<file path="config.mk">
export PLATFORM = sky130hd
export DESIGN_NAME = mcpu5_host_flat
export DESIGN_NICKNAME = d
export VERILOG_FILES = /design/src/rtl/mcpu5_host_if.sv /design/src/rtl/mcpu5_host.sv /design/src/flat_wrapper.sv
export SDC_FILE = /design/constraint.sdc
export NUM_CORES = 1
export LEC_CHECK = 0
export BUFFER_PORTS_ARGS = -buffer_cell sky130_fd_sc_hd__buf_2
export CAP_MARGIN = 20
export CELL_PAD_IN_SITES_DETAIL_PLACEMENT = 0
export CELL_PAD_IN_SITES_GLOBAL_PLACEMENT = 1
export CORE_AREA = 5 5 196 198
export DETAILED_ROUTE_END_ITERATION = 8
export DIE_AREA = 0 0 201 203
export GPL_ROUTABILITY_DRIVEN = 1
export GPL_TIMING_DRIVEN = 1
export PLACE_DENSITY = 0.84
export RECOVER_POWER = 100
export SYNTH_ARGS = -nofsm -noshare
export SYNTH_HDL_FRONTEND = slang
export SYNTH_SLANG_ARGS = --single-unit
export TNS_END_PERCENT = 5
</file>
<file path="constraint.sdc">
create_clock -name clk -period 1.9 [get_ports clk]
set_input_delay 0.095 -clock clk [delete_from_list [all_inputs] [get_ports clk]]
set_output_delay 0.095 -clock clk [all_outputs]
set_load 0.05 [all_outputs]
</file>
<file path="src/rtl/mcpu5_host_if.sv">
// Signal bundle between mcpu5_host, the MCPU5 core pins and the host-side control/result logic.
interface mcpu5_host_if #(
  parameter int PROG_AW = 6
);
  logic               start;
  logic               halt;
  logic               load_we;
  logic [PROG_AW-1:0] load_addr;
  logic [5:0]         load_data;
  logic               cpu_clk;
  logic               cpu_rst;
  logic [5:0]         cpu_inst;
  logic [7:0]         cpu_out;
  logic               out_valid;
  logic [7:0]         out_data;
  logic [7:0]         pc_mon;
  logic               running;
  logic [15:0]        instr_cnt;

  modport master (
    input  start, halt, load_we, load_addr, load_data, cpu_out,
    output cpu_clk, cpu_rst, cpu_inst, out_valid, out_data, pc_mon, running, instr_cnt
  );

  modport slave (
    output start, halt, load_we, load_addr, load_data, cpu_out,
    input  cpu_clk, cpu_rst, cpu_inst, out_valid, out_data, pc_mon, running, instr_cnt
  );
endinterface

</file>
<file path="src/rtl/mcpu5_host.sv">
// MCPU5 host sequencer: derives core clock/reset, feeds instructions from program memory, captures OUT results.
//   state   | meaning
//   S_IDLE  | core clock parked high, program memory writable
//   S_RESET | three DIV-long phases (L,H,L) with core reset asserted
//   S_HIGH  | core clock high; PC read and instruction fetched
//   S_LOW   | core clock low; instruction held, accumulator visible
module mcpu5_host #(
  parameter int DIV     = 4,
  parameter int PROG_AW = 6
) (
  input  logic         clk,
  input  logic         rst_n,
  mcpu5_host_if.master bus
);
  localparam int             CW       = $clog2(DIV);
  localparam logic [CW-1:0]  CNT_LOAD = CW'(DIV - 1);
  localparam logic [5:0]     NOP      = 6'b111011;
  localparam logic [5:0]     OUT      = 6'b111001;

  typedef enum logic [1:0] {S_IDLE, S_RESET, S_HIGH, S_LOW} state_t;

  state_t        state_q, state_d;
  logic [CW-1:0] cnt_q, cnt_d;
  logic [1:0]    rph_q, rph_d;
  logic          halt_req_q, halt_req_d;
  logic          cpu_clk_q, cpu_clk_d;
  logic          cpu_rst_q, cpu_rst_d;
  logic [5:0]    cpu_inst_q, cpu_inst_d;
  logic          out_valid_q, out_valid_d;
  logic [7:0]    out_data_q, out_data_d;
  logic [7:0]    pc_mon_q, pc_mon_d;
  logic          running_q, running_d;
  logic [15:0]   instr_cnt_q, instr_cnt_d;
  logic          mem_we;
  logic [5:0]    mem_rd;
  logic [5:0]    mem_q [2**PROG_AW];

  always_comb begin
    state_d     = state_q;
    cnt_d       = cnt_q;
    rph_d       = rph_q;
    halt_req_d  = halt_req_q;
    cpu_clk_d   = cpu_clk_q;
    cpu_rst_d   = cpu_rst_q;
    cpu_inst_d  = cpu_inst_q;
    out_valid_d = 1'b0;
    out_data_d  = out_data_q;
    pc_mon_d    = pc_mon_q;
    instr_cnt_d = instr_cnt_q;
    mem_we      = 1'b0;
    mem_rd      = mem_q[bus.cpu_out[PROG_AW-1:0]];
    case (state_q)
      S_IDLE: begin
        cpu_clk_d = 1'b1;
        mem_we    = bus.load_we;
        if (bus.start) begin
          state_d    = S_RESET;
          cnt_d      = CNT_LOAD;
          rph_d      = 2'd0;
          cpu_clk_d  = 1'b0;
          cpu_rst_d  = 1'b1;
          cpu_inst_d = NOP;
          halt_req_d = bus.halt;
        end
      end
      S_RESET: begin
        if (bus.halt) halt_req_d = 1'b1;
        if (cnt_q == '0) begin
          cnt_d = CNT_LOAD;
          if (rph_q == 2'd2) begin
            state_d   = S_HIGH;
            cpu_clk_d = 1'b1;
          end else begin
            rph_d     = rph_q + 2'd1;
            cpu_clk_d = ~cpu_clk_q;
          end
        end else begin
          cnt_d = cnt_q - CW'(1);
        end
      end
      S_HIGH: begin
        cpu_rst_d = 1'b0;
        if (bus.halt) halt_req_d = 1'b1;
        // one clk before the fall, so the core has had time to present its PC
        if (cnt_q == CW'(1)) begin
          pc_mon_d   = bus.cpu_out;
          cpu_inst_d = mem_rd;
        end
        if (cnt_q == '0) begin
          cnt_d = CNT_LOAD;
          if (halt_req_q) begin
            halt_req_d = 1'b0;
            cpu_inst_d = NOP;
            state_d    = S_IDLE;
          end else begin
            cpu_clk_d = 1'b0;
            state_d   = S_LOW;
          end
        end else begin
          cnt_d = cnt_q - CW'(1);
        end
      end
      S_LOW: begin
        if (bus.halt) halt_req_d = 1'b1;
        if (cnt_q == '0) begin
          cnt_d       = CNT_LOAD;
          cpu_clk_d   = 1'b1;
          instr_cnt_d = instr_cnt_q + 16'd1;
          state_d     = S_HIGH;
          if (cpu_inst_q == OUT) begin
            out_valid_d = 1'b1;
            out_data_d  = bus.cpu_out;
          end
        end else begin
          cnt_d = cnt_q - CW'(1);
        end
      end
      default: state_d = S_IDLE;
    endcase
    running_d = (state_d != S_IDLE);
  end

  always_ff @(posedge clk or negedge rst_n) begin
    if (!rst_n) begin
      state_q     <= S_IDLE;
      cnt_q       <= '0;
      rph_q       <= 2'd0;
      halt_req_q  <= 1'b0;
      cpu_clk_q   <= 1'b1;
      cpu_rst_q   <= 1'b1;
      cpu_inst_q  <= NOP;
      out_valid_q <= 1'b0;
      out_data_q  <= 8'd0;
      pc_mon_q    <= 8'd0;
      running_q   <= 1'b0;
      instr_cnt_q <= 16'd0;
    end else begin
      state_q     <= state_d;
      cnt_q       <= cnt_d;
      rph_q       <= rph_d;
      halt_req_q  <= halt_req_d;
      cpu_clk_q   <= cpu_clk_d;
      cpu_rst_q   <= cpu_rst_d;
      cpu_inst_q  <= cpu_inst_d;
      out_valid_q <= out_valid_d;
      out_data_q  <= out_data_d;
      pc_mon_q    <= pc_mon_d;
      running_q   <= running_d;
      instr_cnt_q <= instr_cnt_d;
    end
  end

  // program memory keeps its contents across resets
  always_ff @(posedge clk) begin
    if (mem_we) mem_q[bus.load_addr] <= bus.load_data;
  end

  assign bus.cpu_clk   = cpu_clk_q;
  assign bus.cpu_rst   = cpu_rst_q;
  assign bus.cpu_inst  = cpu_inst_q;
  assign bus.out_valid = out_valid_q;
  assign bus.out_data  = out_data_q;
  assign bus.pc_mon    = pc_mon_q;
  assign bus.running   = running_q;
  assign bus.instr_cnt = instr_cnt_q;
endmodule

</file>
<file path="src/flat_wrapper.sv">
// flat-port wrapper written by rule: the top's interface ports become plain ports
module mcpu5_host_flat 
#(
  parameter int DIV     = 4,
  parameter int PROG_AW = 6
)
  (clk, rst_n, bus_start, bus_halt, bus_load_we, bus_load_addr, bus_load_data, bus_cpu_out, bus_cpu_clk, bus_cpu_rst, bus_cpu_inst, bus_out_valid, bus_out_data, bus_pc_mon, bus_running, bus_instr_cnt);
  mcpu5_host_if #(.PROG_AW(PROG_AW)) bus_i ();
  input  logic clk;
  input  logic rst_n;
  input wire logic [$bits(bus_i.start)-1:0] bus_start;
  input wire logic [$bits(bus_i.halt)-1:0] bus_halt;
  input wire logic [$bits(bus_i.load_we)-1:0] bus_load_we;
  input wire logic [$bits(bus_i.load_addr)-1:0] bus_load_addr;
  input wire logic [$bits(bus_i.load_data)-1:0] bus_load_data;
  input wire logic [$bits(bus_i.cpu_out)-1:0] bus_cpu_out;
  output wire logic [$bits(bus_i.cpu_clk)-1:0] bus_cpu_clk;
  output wire logic [$bits(bus_i.cpu_rst)-1:0] bus_cpu_rst;
  output wire logic [$bits(bus_i.cpu_inst)-1:0] bus_cpu_inst;
  output wire logic [$bits(bus_i.out_valid)-1:0] bus_out_valid;
  output wire logic [$bits(bus_i.out_data)-1:0] bus_out_data;
  output wire logic [$bits(bus_i.pc_mon)-1:0] bus_pc_mon;
  output wire logic [$bits(bus_i.running)-1:0] bus_running;
  output wire logic [$bits(bus_i.instr_cnt)-1:0] bus_instr_cnt;
  assign bus_i.start = bus_start;
  assign bus_i.halt = bus_halt;
  assign bus_i.load_we = bus_load_we;
  assign bus_i.load_addr = bus_load_addr;
  assign bus_i.load_data = bus_load_data;
  assign bus_i.cpu_out = bus_cpu_out;
  assign bus_cpu_clk = bus_i.cpu_clk;
  assign bus_cpu_rst = bus_i.cpu_rst;
  assign bus_cpu_inst = bus_i.cpu_inst;
  assign bus_out_valid = bus_i.out_valid;
  assign bus_out_data = bus_i.out_data;
  assign bus_pc_mon = bus_i.pc_mon;
  assign bus_running = bus_i.running;
  assign bus_instr_cnt = bus_i.instr_cnt;
  mcpu5_host #(.DIV(DIV), .PROG_AW(PROG_AW)) u_core (.clk(clk), .rst_n(rst_n), .bus(bus_i));
endmodule
</file>
==> summary.txt <==
violated checks - max-capacitance violations, max-slew violations
max-cap violations - 1
Hold Startpoint - bus_cpu_out[3]
post-synthesis cell type count - 51
top_reg_cell synth - edfxtp_1
Skew-Pair Late Insertion Delay - 0.56 ns
Post-synth ARST share - 0.113
r2r setup slk - 0.002 ns
Worst Hold Slack - 0.0654 ns
worst setup path startpoint - u_core.state_q[0]
Slowest-stage cell, CP - dfrtp_1
yosys warns - 0
post-route ant nets - 0
FF-to-FF Start - u_core.state_q[0]
DR vias/cell - 5.70
effective utilization at floorplan - 0.477
critical path's top delay family - simple AND/OR/NAND/NOR gates
Worst setup endpoint - u_core.mem_q[56][3]
Max Clk Rate - 527 MHz
ratio of cells with drive above 1 in the final layout - 0.389
Crit Path Max Fanout - 6
final hold viol count - 0
H-tree Lvls - 2
commonest non-fill, non-tap cell in the layout - edfxtp_1
largest net degree at the start of global routing - 62
Fin Clk Skew - 0.0160 ns
antenna violations before repair - 0
GPL Wtd Cong - 0.914
I/O pins - 67
Finished Layout Cells - 1680
Net Count, Synth - 965
Post-Route WL - 39700 µm
startpoint types - flip-flop
nets@finish - 1206
Max clock buf depth - 3
# fillers - 2619
min-delay worst type - input port to flip-flop
Clock Tree Root - clkbuf_16
grt ovf - 0
CTS clk-pin slew, worst paths - 0.06 ns
hpwl dp - 26300 µm
Post-Synthesis Cells - 936
pwr dens - 1040 mW/mm²
vias in the first global route - 9726
Syn Area/Cell - 18.5 µm²
placed insts - 1587
global-route wire length before repair - 60200 µm
Worst Path Buf+Inv - 3
Mapped Area - 0.0173 mm²
Slew HR - -0.250
worst-margin pin slew - 1.87 ns
PortBufs - 66
worst path arrival time - 2.16 ns
worst r2r path cells - 7
CP peak stage delay - 0.39 ns
CP Capture Type - flip-flop
count of pins over their slew limit - 46
CTS tree - done
FF-to-FF End - u_core.mem_q[56][3]
DRC - 0
row count - 70
Die W - 201 µm
Yosys reg bits - 433
vias after detailed routing - 9571
sequence of cells on the critical path - or2_0, nor3b_2, buf_4, nand2_2, buf_12, nor2_2, buf_6
CTS sink cnt - 433
Area Growth Syn to Fin - 23.3%
leakage power - 7.49 nW
Wirelength per Cell - 23.6 µm
Total GRT Usage - 0.193
setup violators final - 0
RSZ-0062 raised after global routing - yes
Core Region - 0.0363 mm²
Final Critical Period - 1.90 ns
Layout Utilization - 0.587
Peak VDD IR - 0.846 mV
first-iteration detailed-routing DRC count - 878
sequential-to-total area share from yosys stat - 0.737
Worst Path Required - 2.16 ns
CP Depth - 7
Antenna Cells - 0
Post-synth EDFFs - 384
status - finished with violations
First-pass DRT Iterations - 5
DIE AREA - 0.0408 mm²
Die H - 203 µm
Final period util - 0.999
CTS buffer count - 44
commonest non-fill, non-tap cells in the layout - edfxtp_1, buf_4, mux4_2, buf_2, mux2i_1
critical path class - flip-flop to flip-flop
==> layer usage <==
layer,share of wire,GRT usage,vias to the layer above
met4,0.031,0.0612,0
met1,0.41,0.269,4875
met5,0,0,-
met2,0.48,0.306,409
met3,0.080,0.0449,72
li1,-,-,4215
==> layout make-up <==
class | count | area (µm²) | share of cell area
Sequential cell | 433 | 12800 | 0.598
Multi-Input combinational cell | 448 | 4590 | 0.215
Timing Repair Buffer | 243 | 1980 | 0.0926
Clock buffer | 55 | 1160 | 0.0545
Tap cell | 468 | 586 | 0.0274
Clock inverter | 26 | 248 | 0.0116
Inverter | 7 | 26.3 | 0.00123
==> worst register-to-register path: stages, from the launching register on <==
cell,delay (ns)
dfrtp_1,0.39
or2_0,0.27
nor3b_2,0.20
buf_4,0.20
nand2_2,0.09
buf_12,0.16
nor2_2,0.12
buf_6,0.17
==> synthesized netlist by cell type, types with 2 or more instances <==
| cell type | n | area [µm²] |
|---|---|---|
| a2111oi_0 | 2 | 17.5 |
| a211oi_1 | 8 | 60.1 |
| a21oi_1 | 10 | 50.1 |
| a22o_1 | 2 | 17.5 |
| a22oi_1 | 13 | 97.6 |
| a311oi_1 | 2 | 17.5 |
| a31oi_1 | 6 | 37.5 |
| and3_1 | 5 | 31.3 |
| buf_1 | 3 | 11.3 |
| buf_2 | 18 | 90.1 |
| buf_4 | 5 | 37.5 |
| buf_6 | 9 | 101 |
| clkbuf_1 | 12 | 45.0 |
| dfrtp_1 | 42 | 1050 |
| dfstp_2 | 7 | 184 |
| edfxtp_1 | 384 | 11500 |
| ha_1 | 4 | 50.1 |
| inv_1 | 7 | 26.3 |
| mux2_2 | 17 | 191 |
| mux2i_1 | 59 | 591 |
| mux4_1 | 3 | 78.8 |
| mux4_2 | 81 | 1820 |
| nand2_1 | 44 | 165 |
| nand2b_1 | 3 | 18.8 |
| nand3_1 | 27 | 135 |
| nand3b_1 | 3 | 22.5 |
| nand4_1 | 5 | 31.3 |
| nor2_1 | 85 | 319 |
| nor2b_1 | 12 | 75.1 |
| nor3_1 | 7 | 35.0 |
| nor3b_1 | 2 | 15.0 |
| o211ai_1 | 2 | 15.0 |
| o21ai_0 | 11 | 55.1 |
| o22ai_1 | 2 | 12.5 |
| or2_2 | 3 | 18.8 |
| or3_1 | 2 | 12.5 |
| or3b_2 | 2 | 17.5 |
| xnor2_1 | 11 | 96.3 |
| xor2_1 | 4 | 35.0 |
==> where the power goes <==
part / switching, mW / internal (mW)
clock: 3.50 / 4.91
combinational: 1.83 / 1.10
sequential: 0.188 / 10.7
total: 5.53 / 16.7
==> through the flow <==
stage          worst slack, ns  total power, mW  area, µm²  TNS, ns
6_report               0.00202             22.2      21400        0
5_1_grt                 -0.102             23.0      21400    -6.93
4_1_cts                -0.0216             22.2      21100   -0.149
3_5_place_dp           -0.0962             13.8      19500    -2.09
3_3_place_gp           -0.0723             13.7      19500   -0.240
2_1_floorplan          -0.0646             12.7      17400    -8.35
==> worst min path at each step <==
stage,to,cells past startpoint
final,u_core.bus.out_data[3],3
after global placement,u_core.bus.running,2
after CTS,u_core.mem_q[13][1],1
after floorplan,u_core.bus.cpu_inst[2],0
after detailed placement,u_core.bus.running,2
after global routing,u_core.bus.pc_mon[3],3
==> kinds of logic (layout without fill, tap and decap cells) <==
logic type / Yosys count / in the layout / synth area share
flip-flops: 433 / 433 / 0.737
AND/OR/NAND/NOR: 206 / 206 / 0.0546
multiplexers: 160 / 160 / 0.155
AO/OA/AOI/OAI: 63 / 63 / 0.0246
buffers and inverters: 55 / 331 / 0.0183
XOR/XNOR: 15 / 15 / 0.00758
adder cells (fa/ha/maj): 4 / 4 / 0.00289
==> timing repair <==
item,CTS,global route
buffers inserted,0,4
resized for setup,24,86
endpoints found under the hold margin,60,0
setup endpoints to repair,149,386
pin swaps,3,17
hold buffers,8,0
==> registers in the layout, indices dropped and copies added (netlist names), 2 cells and up <==
register and flops:
u_core.mem_q 384, u_core.bus.instr_cnt 16, u_core.bus.out_data 8, u_core.bus.pc_mon 8, u_core.bus.cpu_inst 6, u_core.cnt_q 2
u_core.rph_q 2, u_core.state_q 2
Power figures use the tool's default switching activity.
